==> src/rtl/uart_cmd_ctrl_if.sv <==
// Bundle of UART RX/TX handshake and byte-wide register bus signals
// seen by the command sequencer.
interface uart_cmd_ctrl_if #(
    parameter int unsigned ADDR_W = 8
);
    logic              rx_valid_i;
    logic [7:0]        rx_byte_i;
    logic              rx_err_i;
    logic              tx_start_o;
    logic [7:0]        tx_byte_o;
    logic              tx_busy_i;
    logic              reg_wr_o;
    logic              reg_rd_o;
    logic [ADDR_W-1:0] reg_addr_o;
    logic [7:0]        reg_wdata_o;
    logic [7:0]        reg_rdata_i;
    logic              reg_ack_i;
    logic              busy_o;
    logic [7:0]        err_cnt_o;

    modport master (
        input  rx_valid_i, rx_byte_i, rx_err_i, tx_busy_i, reg_rdata_i, reg_ack_i,
        output tx_start_o, tx_byte_o, reg_wr_o, reg_rd_o, reg_addr_o, reg_wdata_o,
               busy_o, err_cnt_o
    );

    modport slave (
        output rx_valid_i, rx_byte_i, rx_err_i, tx_busy_i, reg_rdata_i, reg_ack_i,
        input  tx_start_o, tx_byte_o, reg_wr_o, reg_rd_o, reg_addr_o, reg_wdata_o,
               busy_o, err_cnt_o
    );
endinterface

==> src/rtl/uart_cmd_ctrl.sv <==
// Parses SYNC/CMD/ADDR/[DATA] frames from UART RX, runs one register bus
// transaction per frame and schedules the ACK/NAK/read-data bytes on UART TX.
module uart_cmd_ctrl #(
    parameter int unsigned ADDR_W      = 8,
    parameter int unsigned TIMEOUT_CYC = 100000,
    parameter logic [7:0]  SYNC_BYTE   = 8'hA5
) (
    input  logic            clk_i,
    input  logic            rst_n_i,
    uart_cmd_ctrl_if.master bus
);
    localparam int unsigned TMO_W   = $clog2(TIMEOUT_CYC + 1);
    localparam logic [7:0]  CMD_WR  = 8'h01;
    localparam logic [7:0]  CMD_RD  = 8'h02;
    localparam logic [7:0]  RSP_ACK = 8'h06;
    localparam logic [7:0]  RSP_NAK = 8'h15;
    localparam logic [7:0]  RSP_RD  = 8'h5A;

    typedef enum logic [3:0] {
        IDLE, CMD, ADDR, DATA, EXEC, WAIT_ACK, TX0, TX0_W, TX1, TX1_W
    } state_t;

    state_t            state_q, state_d;
    logic [7:0]        cmd_q, cmd_d;
    logic [ADDR_W-1:0] addr_q, addr_d;
    logic [7:0]        wdata_q, wdata_d;
    logic [7:0]        resp0_q, resp0_d, resp1_q, resp1_d;
    logic              two_q, two_d;
    logic              tx_start_q, tx_start_d;
    logic [7:0]        tx_byte_q, tx_byte_d;
    logic              wr_q, wr_d, rd_q, rd_d;
    logic              busy_q, busy_d;
    logic [7:0]        err_q, err_d;
    logic [TMO_W-1:0]  tmo_q, tmo_d;
    logic              err_inc;
    logic              tmo_hit;

    assign tmo_hit = (tmo_q == TMO_W'(TIMEOUT_CYC - 1));

    // State and output registers
    always_ff @(posedge clk_i or negedge rst_n_i) begin
        if (!rst_n_i) begin
            state_q    <= IDLE;
            cmd_q      <= '0;
            addr_q     <= '0;
            wdata_q    <= '0;
            resp0_q    <= '0;
            resp1_q    <= '0;
            two_q      <= 1'b0;
            tx_start_q <= 1'b0;
            tx_byte_q  <= '0;
            wr_q       <= 1'b0;
            rd_q       <= 1'b0;
            busy_q     <= 1'b0;
            err_q      <= '0;
            tmo_q      <= '0;
        end else begin
            state_q    <= state_d;
            cmd_q      <= cmd_d;
            addr_q     <= addr_d;
            wdata_q    <= wdata_d;
            resp0_q    <= resp0_d;
            resp1_q    <= resp1_d;
            two_q      <= two_d;
            tx_start_q <= tx_start_d;
            tx_byte_q  <= tx_byte_d;
            wr_q       <= wr_d;
            rd_q       <= rd_d;
            busy_q     <= busy_d;
            err_q      <= err_d;
            tmo_q      <= tmo_d;
        end
    end

    // Next-state, response scheduling and error accounting
    always_comb begin
        state_d    = state_q;
        cmd_d      = cmd_q;
        addr_d     = addr_q;
        wdata_d    = wdata_q;
        resp0_d    = resp0_q;
        resp1_d    = resp1_q;
        two_d      = two_q;
        tx_start_d = 1'b0;
        tx_byte_d  = tx_byte_q;
        err_inc    = 1'b0;

        // Traffic while a transaction or response is in flight is dropped but counted once
        if ((state_q inside {EXEC, WAIT_ACK, TX0, TX0_W, TX1, TX1_W}) &&
            (bus.rx_valid_i || bus.rx_err_i)) begin
            err_inc = 1'b1;
        end

        unique case (state_q)
            IDLE: begin
                if (bus.rx_err_i) err_inc = 1'b1;
                if (bus.rx_valid_i && bus.rx_byte_i == SYNC_BYTE) state_d = CMD;
            end
            CMD, ADDR, DATA: begin
                if (bus.rx_err_i || (!bus.rx_valid_i && tmo_hit)) begin
                    state_d = IDLE;
                    err_inc = 1'b1;
                end else if (bus.rx_valid_i) begin
                    if (state_q == CMD) begin
                        cmd_d   = bus.rx_byte_i;
                        state_d = ADDR;
                    end else if (state_q == ADDR) begin
                        addr_d = bus.rx_byte_i[ADDR_W-1:0];
                        if (cmd_q == CMD_WR) begin
                            state_d = DATA;
                        end else if (cmd_q == CMD_RD) begin
                            state_d = EXEC;
                        end else begin
                            resp0_d = RSP_NAK;
                            two_d   = 1'b0;
                            err_inc = 1'b1;
                            state_d = TX0;
                        end
                    end else begin
                        wdata_d = bus.rx_byte_i;
                        state_d = EXEC;
                    end
                end
            end
            EXEC: state_d = WAIT_ACK;
            WAIT_ACK: begin
                if (bus.reg_ack_i) begin
                    resp0_d = (cmd_q == CMD_RD) ? RSP_RD : RSP_ACK;
                    resp1_d = bus.reg_rdata_i;
                    two_d   = (cmd_q == CMD_RD);
                    state_d = TX0;
                end else if (tmo_hit) begin
                    resp0_d = RSP_NAK;
                    two_d   = 1'b0;
                    err_inc = 1'b1;
                    state_d = TX0;
                end
            end
            TX0, TX1: begin
                if (!bus.tx_busy_i) begin
                    tx_start_d = 1'b1;
                    tx_byte_d  = (state_q == TX0) ? resp0_q : resp1_q;
                    state_d    = (state_q == TX0) ? TX0_W : TX1_W;
                end
            end
            TX0_W, TX1_W: begin
                // The start pulse is still high on the first wait cycle, covering busy latency
                if (!tx_start_q && !bus.tx_busy_i) begin
                    state_d = (state_q == TX0_W && two_q) ? TX1 : IDLE;
                end
            end
            default: state_d = IDLE;
        endcase

        wr_d   = (state_d inside {EXEC, WAIT_ACK}) && (cmd_d == CMD_WR);
        rd_d   = (state_d inside {EXEC, WAIT_ACK}) && (cmd_d == CMD_RD);
        busy_d = (state_d != IDLE);
        err_d  = (err_inc && err_q != 8'hFF) ? err_q + 8'd1 : err_q;
        tmo_d  = ((state_d == state_q) && (state_q inside {CMD, ADDR, DATA, WAIT_ACK}))
                 ? tmo_q + TMO_W'(1) : '0;
    end

    assign bus.tx_start_o  = tx_start_q;
    assign bus.tx_byte_o   = tx_byte_q;
    assign bus.reg_wr_o    = wr_q;
    assign bus.reg_rd_o    = rd_q;
    assign bus.reg_addr_o  = addr_q;
    assign bus.reg_wdata_o = wdata_q;
    assign bus.busy_o      = busy_q;
    assign bus.err_cnt_o   = err_q;
endmodule
==> src/flat_wrapper.sv <==
// flat-port wrapper written by rule: the top's interface ports become plain ports
module uart_cmd_ctrl_flat 
#(
    parameter int unsigned ADDR_W      = 8,
    parameter int unsigned TIMEOUT_CYC = 100000,
    parameter logic [7:0]  SYNC_BYTE   = 8'hA5
)
  (clk_i, rst_n_i, bus_rx_valid_i, bus_rx_byte_i, bus_rx_err_i, bus_tx_busy_i, bus_reg_rdata_i, bus_reg_ack_i, bus_tx_start_o, bus_tx_byte_o, bus_reg_wr_o, bus_reg_rd_o, bus_reg_addr_o, bus_reg_wdata_o, bus_busy_o, bus_err_cnt_o);
  uart_cmd_ctrl_if #(.ADDR_W(ADDR_W)) bus_i ();
  input  logic clk_i;
  input  logic rst_n_i;
  input wire logic [$bits(bus_i.rx_valid_i)-1:0] bus_rx_valid_i;
  input wire logic [$bits(bus_i.rx_byte_i)-1:0] bus_rx_byte_i;
  input wire logic [$bits(bus_i.rx_err_i)-1:0] bus_rx_err_i;
  input wire logic [$bits(bus_i.tx_busy_i)-1:0] bus_tx_busy_i;
  input wire logic [$bits(bus_i.reg_rdata_i)-1:0] bus_reg_rdata_i;
  input wire logic [$bits(bus_i.reg_ack_i)-1:0] bus_reg_ack_i;
  output wire logic [$bits(bus_i.tx_start_o)-1:0] bus_tx_start_o;
  output wire logic [$bits(bus_i.tx_byte_o)-1:0] bus_tx_byte_o;
  output wire logic [$bits(bus_i.reg_wr_o)-1:0] bus_reg_wr_o;
  output wire logic [$bits(bus_i.reg_rd_o)-1:0] bus_reg_rd_o;
  output wire logic [$bits(bus_i.reg_addr_o)-1:0] bus_reg_addr_o;
  output wire logic [$bits(bus_i.reg_wdata_o)-1:0] bus_reg_wdata_o;
  output wire logic [$bits(bus_i.busy_o)-1:0] bus_busy_o;
  output wire logic [$bits(bus_i.err_cnt_o)-1:0] bus_err_cnt_o;
  assign bus_i.rx_valid_i = bus_rx_valid_i;
  assign bus_i.rx_byte_i = bus_rx_byte_i;
  assign bus_i.rx_err_i = bus_rx_err_i;
  assign bus_i.tx_busy_i = bus_tx_busy_i;
  assign bus_i.reg_rdata_i = bus_reg_rdata_i;
  assign bus_i.reg_ack_i = bus_reg_ack_i;
  assign bus_tx_start_o = bus_i.tx_start_o;
  assign bus_tx_byte_o = bus_i.tx_byte_o;
  assign bus_reg_wr_o = bus_i.reg_wr_o;
  assign bus_reg_rd_o = bus_i.reg_rd_o;
  assign bus_reg_addr_o = bus_i.reg_addr_o;
  assign bus_reg_wdata_o = bus_i.reg_wdata_o;
  assign bus_busy_o = bus_i.busy_o;
  assign bus_err_cnt_o = bus_i.err_cnt_o;
  uart_cmd_ctrl #(.ADDR_W(ADDR_W), .TIMEOUT_CYC(TIMEOUT_CYC), .SYNC_BYTE(SYNC_BYTE)) u_core (.clk_i(clk_i), .rst_n_i(rst_n_i), .bus(bus_i));
endmodule
==> config.mk <==
export PLATFORM = sky130hd
export DESIGN_NAME = uart_cmd_ctrl_flat
export DESIGN_NICKNAME = d
export VERILOG_FILES = /design/src/rtl/uart_cmd_ctrl_if.sv /design/src/rtl/uart_cmd_ctrl.sv /design/src/flat_wrapper.sv
export SDC_FILE = /design/constraint.sdc
export NUM_CORES = 1
export LEC_CHECK = 0
export CAP_MARGIN = 10
export CORE_ASPECT_RATIO = 0.9
export CORE_MARGIN = 4
export CORE_UTILIZATION = 51
export DETAILED_ROUTE_END_ITERATION = 16
export PLACE_DENSITY = 0.76
export SYNTH_ARGS = -nofsm -noshare
export SYNTH_HDL_FRONTEND = slang
export SYNTH_SLANG_ARGS = --single-unit
==> constraint.sdc <==
create_clock -name clk_i -period 3.2 [get_ports clk_i]
set_input_delay 0.64 -clock clk_i [delete_from_list [all_inputs] [get_ports clk_i]]
set_output_delay 0.64 -clock clk_i [all_outputs]
set_load 0.02 [all_outputs]
==> results.md <==
* Most common cell in the netlist: dfrtp_1
* Setup slack after layout at 0.569 ns
* Iteration-0 DRC Markers at 125
* Layout area overhead at 24.2%
* Hpwl dp at 5170 µm
* Routed WL per cell at 15.8 µm
* Max_slew headroom at 35.6%
* Worst Setup Path Type: reg -> reg
* Post-Syn Nets at 345
* CP cell instances: nor4b_1 > nand2_1 > mux2_2 > nor4_1 > and4_1
* Setup Slack @ Placement at 0.259 ns
* Setup Buffers After CTS at 0
* Total routed wirelength at 7560 µm
* Initial antenna violation count at 0
* CP max FO at 15
* CP max-delay cell: nor4b_1
* Site Rows at 28
* Slew @ Worst Pin at 0.965 ns
* PortBufs at 57
* Starting Density at 53.9%
* Tcrit/Tclk final at 82.2%
* Final Hold Fails at 0
* Via Count at 2662
* FMAX at 0.380 GHz
* Grt total ovfl at 0
* Startpoint types: flip-flop
* Avg Cell Area, Syn at 11.4 µm²
* PostCTS Resize Cnt at 0
* Top cells by count, synth: 78 x dfrtp_1, 36 x mux2_2, 22 x nand2_1, 22 x nor2_1, 15 x o21ai_0
* Largest net degree at the start of global routing at 79
* RSZ-0062 raised after global routing: false
* # IOs at 58
* Ys Warns at 0
* Synth top area cells: dfrtp_1 54%, mux2_2 11%, xor2_1 2.4%
* Cell taking the most area after synthesis: dfrtp_1
* Post-Route Setup TNS at 0 ns
* 1st-pass router iterations at 4
* Final nets at 406
* Worst vdd ir at 0.468 mV
* Post-Syn Instances at 321
* Status: completed
* Register area share after synthesis at 53.6%
* H-tree levels at 3
* Clk Latency, worst-skew pair at 0.35 ns
* Clk slew on worst S/H paths at 0.09 ns
* Share of cells above drive strength 1 at 17.6%
* First-pass GRT wire length at 13100 µm
* Cell area after synthesis at 3640 µm²
* Share of the synthesized area in the top cell type at 53.6%
* Setup-failing EPs final at 0
* Gr usage total at 19.0%
* Max stage delay on crit path at 0.67 ns
* Chip Width at 97.1 µm
* CTS Sinks at 78
* LEAKAGE at 0.00195 µW
* Crit end category: flip-flop
* RR Startpoint: u_core.state_q[3]
* GP Congestion at 0.792
* Reg2Reg Depth at 5
* Die height at 88.2 µm
* Longest Clk Path Bufs at 2
* Vias/cell at 5.58
* Clock skew at 0.0133 ns
* Ys async rst share at 100%
* Ys flop type: dfrtp_1
* Hold-fix buffers at CTS at 0
* CTS tree: yes
* Max-Cap Viols at 0
* Slew Limit Fails at 0
* EDFF count, synth at 0
* DRC Markers at 0
* Fin crit period at 2.63 ns
* #FFs+latches synth at 78
* Crit path DAT at 2.90 ns
* Data required, critical path at 3.47 ns
* Core Area at 6760 µm²
* Die area at 8560 µm²
* Yosys cell types at 49
* Antenna Nets Post-Route at 0
* Number of global-route vias before repair at 2686
* PwrDens at 721 nW/µm²
* R2R Path End: u_core.bus.reg_rd_o
* TritonCTS Buffers at 9
* CTS root buffer: clkbuf_8
* Reg2Reg Setup Slack at 0.57 ns
* Hold Path Class: in -> async
* N_diodes at 0
[critical path, delay by kind of cell, from the launching register on]
family	cells	cell delay (ns)
muxes	1	0.40
and+or+nand+nor	4	1.59
DFF	1	0.56
[how the worst max path moves through the flow]
stage	from	slack, ns	to	cells past startpoint
4_1_cts	u_core.state_q[3]	0.57	u_core.bus.reg_rd_o	5
5_1_grt	u_core.state_q[3]	0.41	u_core.bus.reg_rd_o	5
3_5_place_dp	bus_reg_ack_i	0.26	u_core.bus.err_cnt_o[1]	6
2_1_floorplan	u_core.cmd_q[6]	0.90	u_core.bus.reg_rd_o	5
6_report	u_core.state_q[3]	0.57	u_core.bus.reg_rd_o	5
3_3_place_gp	bus_reg_ack_i	0.30	u_core.bus.err_cnt_o[1]	6
[cell usage in the layout (no fill, tap or decap), types with 9 or more instances in the layout]
master,netlist,layout
and3_1,9,9
clkbuf_8,0,11
clkdlybuf4s50_1,0,56
dfrtp_1,78,78
mux2_2,36,36
nand2_1,22,22
nand3_1,14,14
nor2_1,22,22
o21ai_0,15,15
xnor2_1,9,9
xor2_1,10,10
[kinds of logic after synthesis]
| kind of cell | share of synthesized area, % |
|---|---|
| xor+xnor | 4.57 |
| fa+ha+maj | 0.687 |
| compound gates | 9.38 |
| simple gates | 17.6 |
| mux | 12.2 |
| flops | 53.6 |
| buf+inv | 1.96 |
[metrics by stage]
| stage | utilization [%] | cell area (µm²) | cells | hold slack [ns] | total power (µW) |
|---|---|---|---|---|---|
| finish | 66.9 | 4530 | 477 | 0.429 | 3260 |
| detailed placement | 63.8 | 4320 | 461 | 0.478 | 2530 |
| global route | 66.9 | 4530 | 477 | 0.513 | 3470 |
| CTS | 66.9 | 4530 | 477 | 0.477 | 3300 |
| global placement | 63.8 | 4320 | 461 | 0.462 | 2490 |
| floorplan | - | 3640 | 321 | 0.344 | 2080 |
[report_power, final]
group	total [µW]	switching, µW	internal (µW)	leakage, µW
registers	1420	201	1220	0.00102
clock network	754	352	401	0.0000976
logic	1090	536	553	0.000836
[cell type report]
cell class / count / area [µm²]
fill: 524 / 2240
clock buffer: 11 / 151
sequential: 78 / 1950
inverter: 7 / 26.3
multi-input combinational: 224 / 1620
tap: 90 / 113
clock inverter: 5 / 57.6
timing repair buffer: 62 / 606
[flip-flops by register name, indices dropped and copies added (netlist names)]
name                    cells
u_core.tmo_q               17
u_core.state_q              4
u_core.bus.tx_start_o       1
u_core.resp0_q              4
u_core.bus.reg_rd_o         1
u_core.bus.reg_addr_o       8
u_core.bus.err_cnt_o        8
u_core.bus.busy_o           1
u_core.two_q                1
u_core.cmd_q                8
u_core.bus.reg_wr_o         1
u_core.bus.reg_wdata_o      8
u_core.bus.tx_byte_o        8
u_core.resp1_q              8
[per-layer routing]
metal / up-vias / share of wire, % / global-route usage [%]
li1: 1290 / - / -
met1: 1297 / 48 / 25.7
met2: 69 / 46 / 30.4
met3: 6 / 4.7 / 4.14
met4: 0 / 1.2 / 7.40
met5: - / 0 / 0
Power figures use the tool's default switching activity.
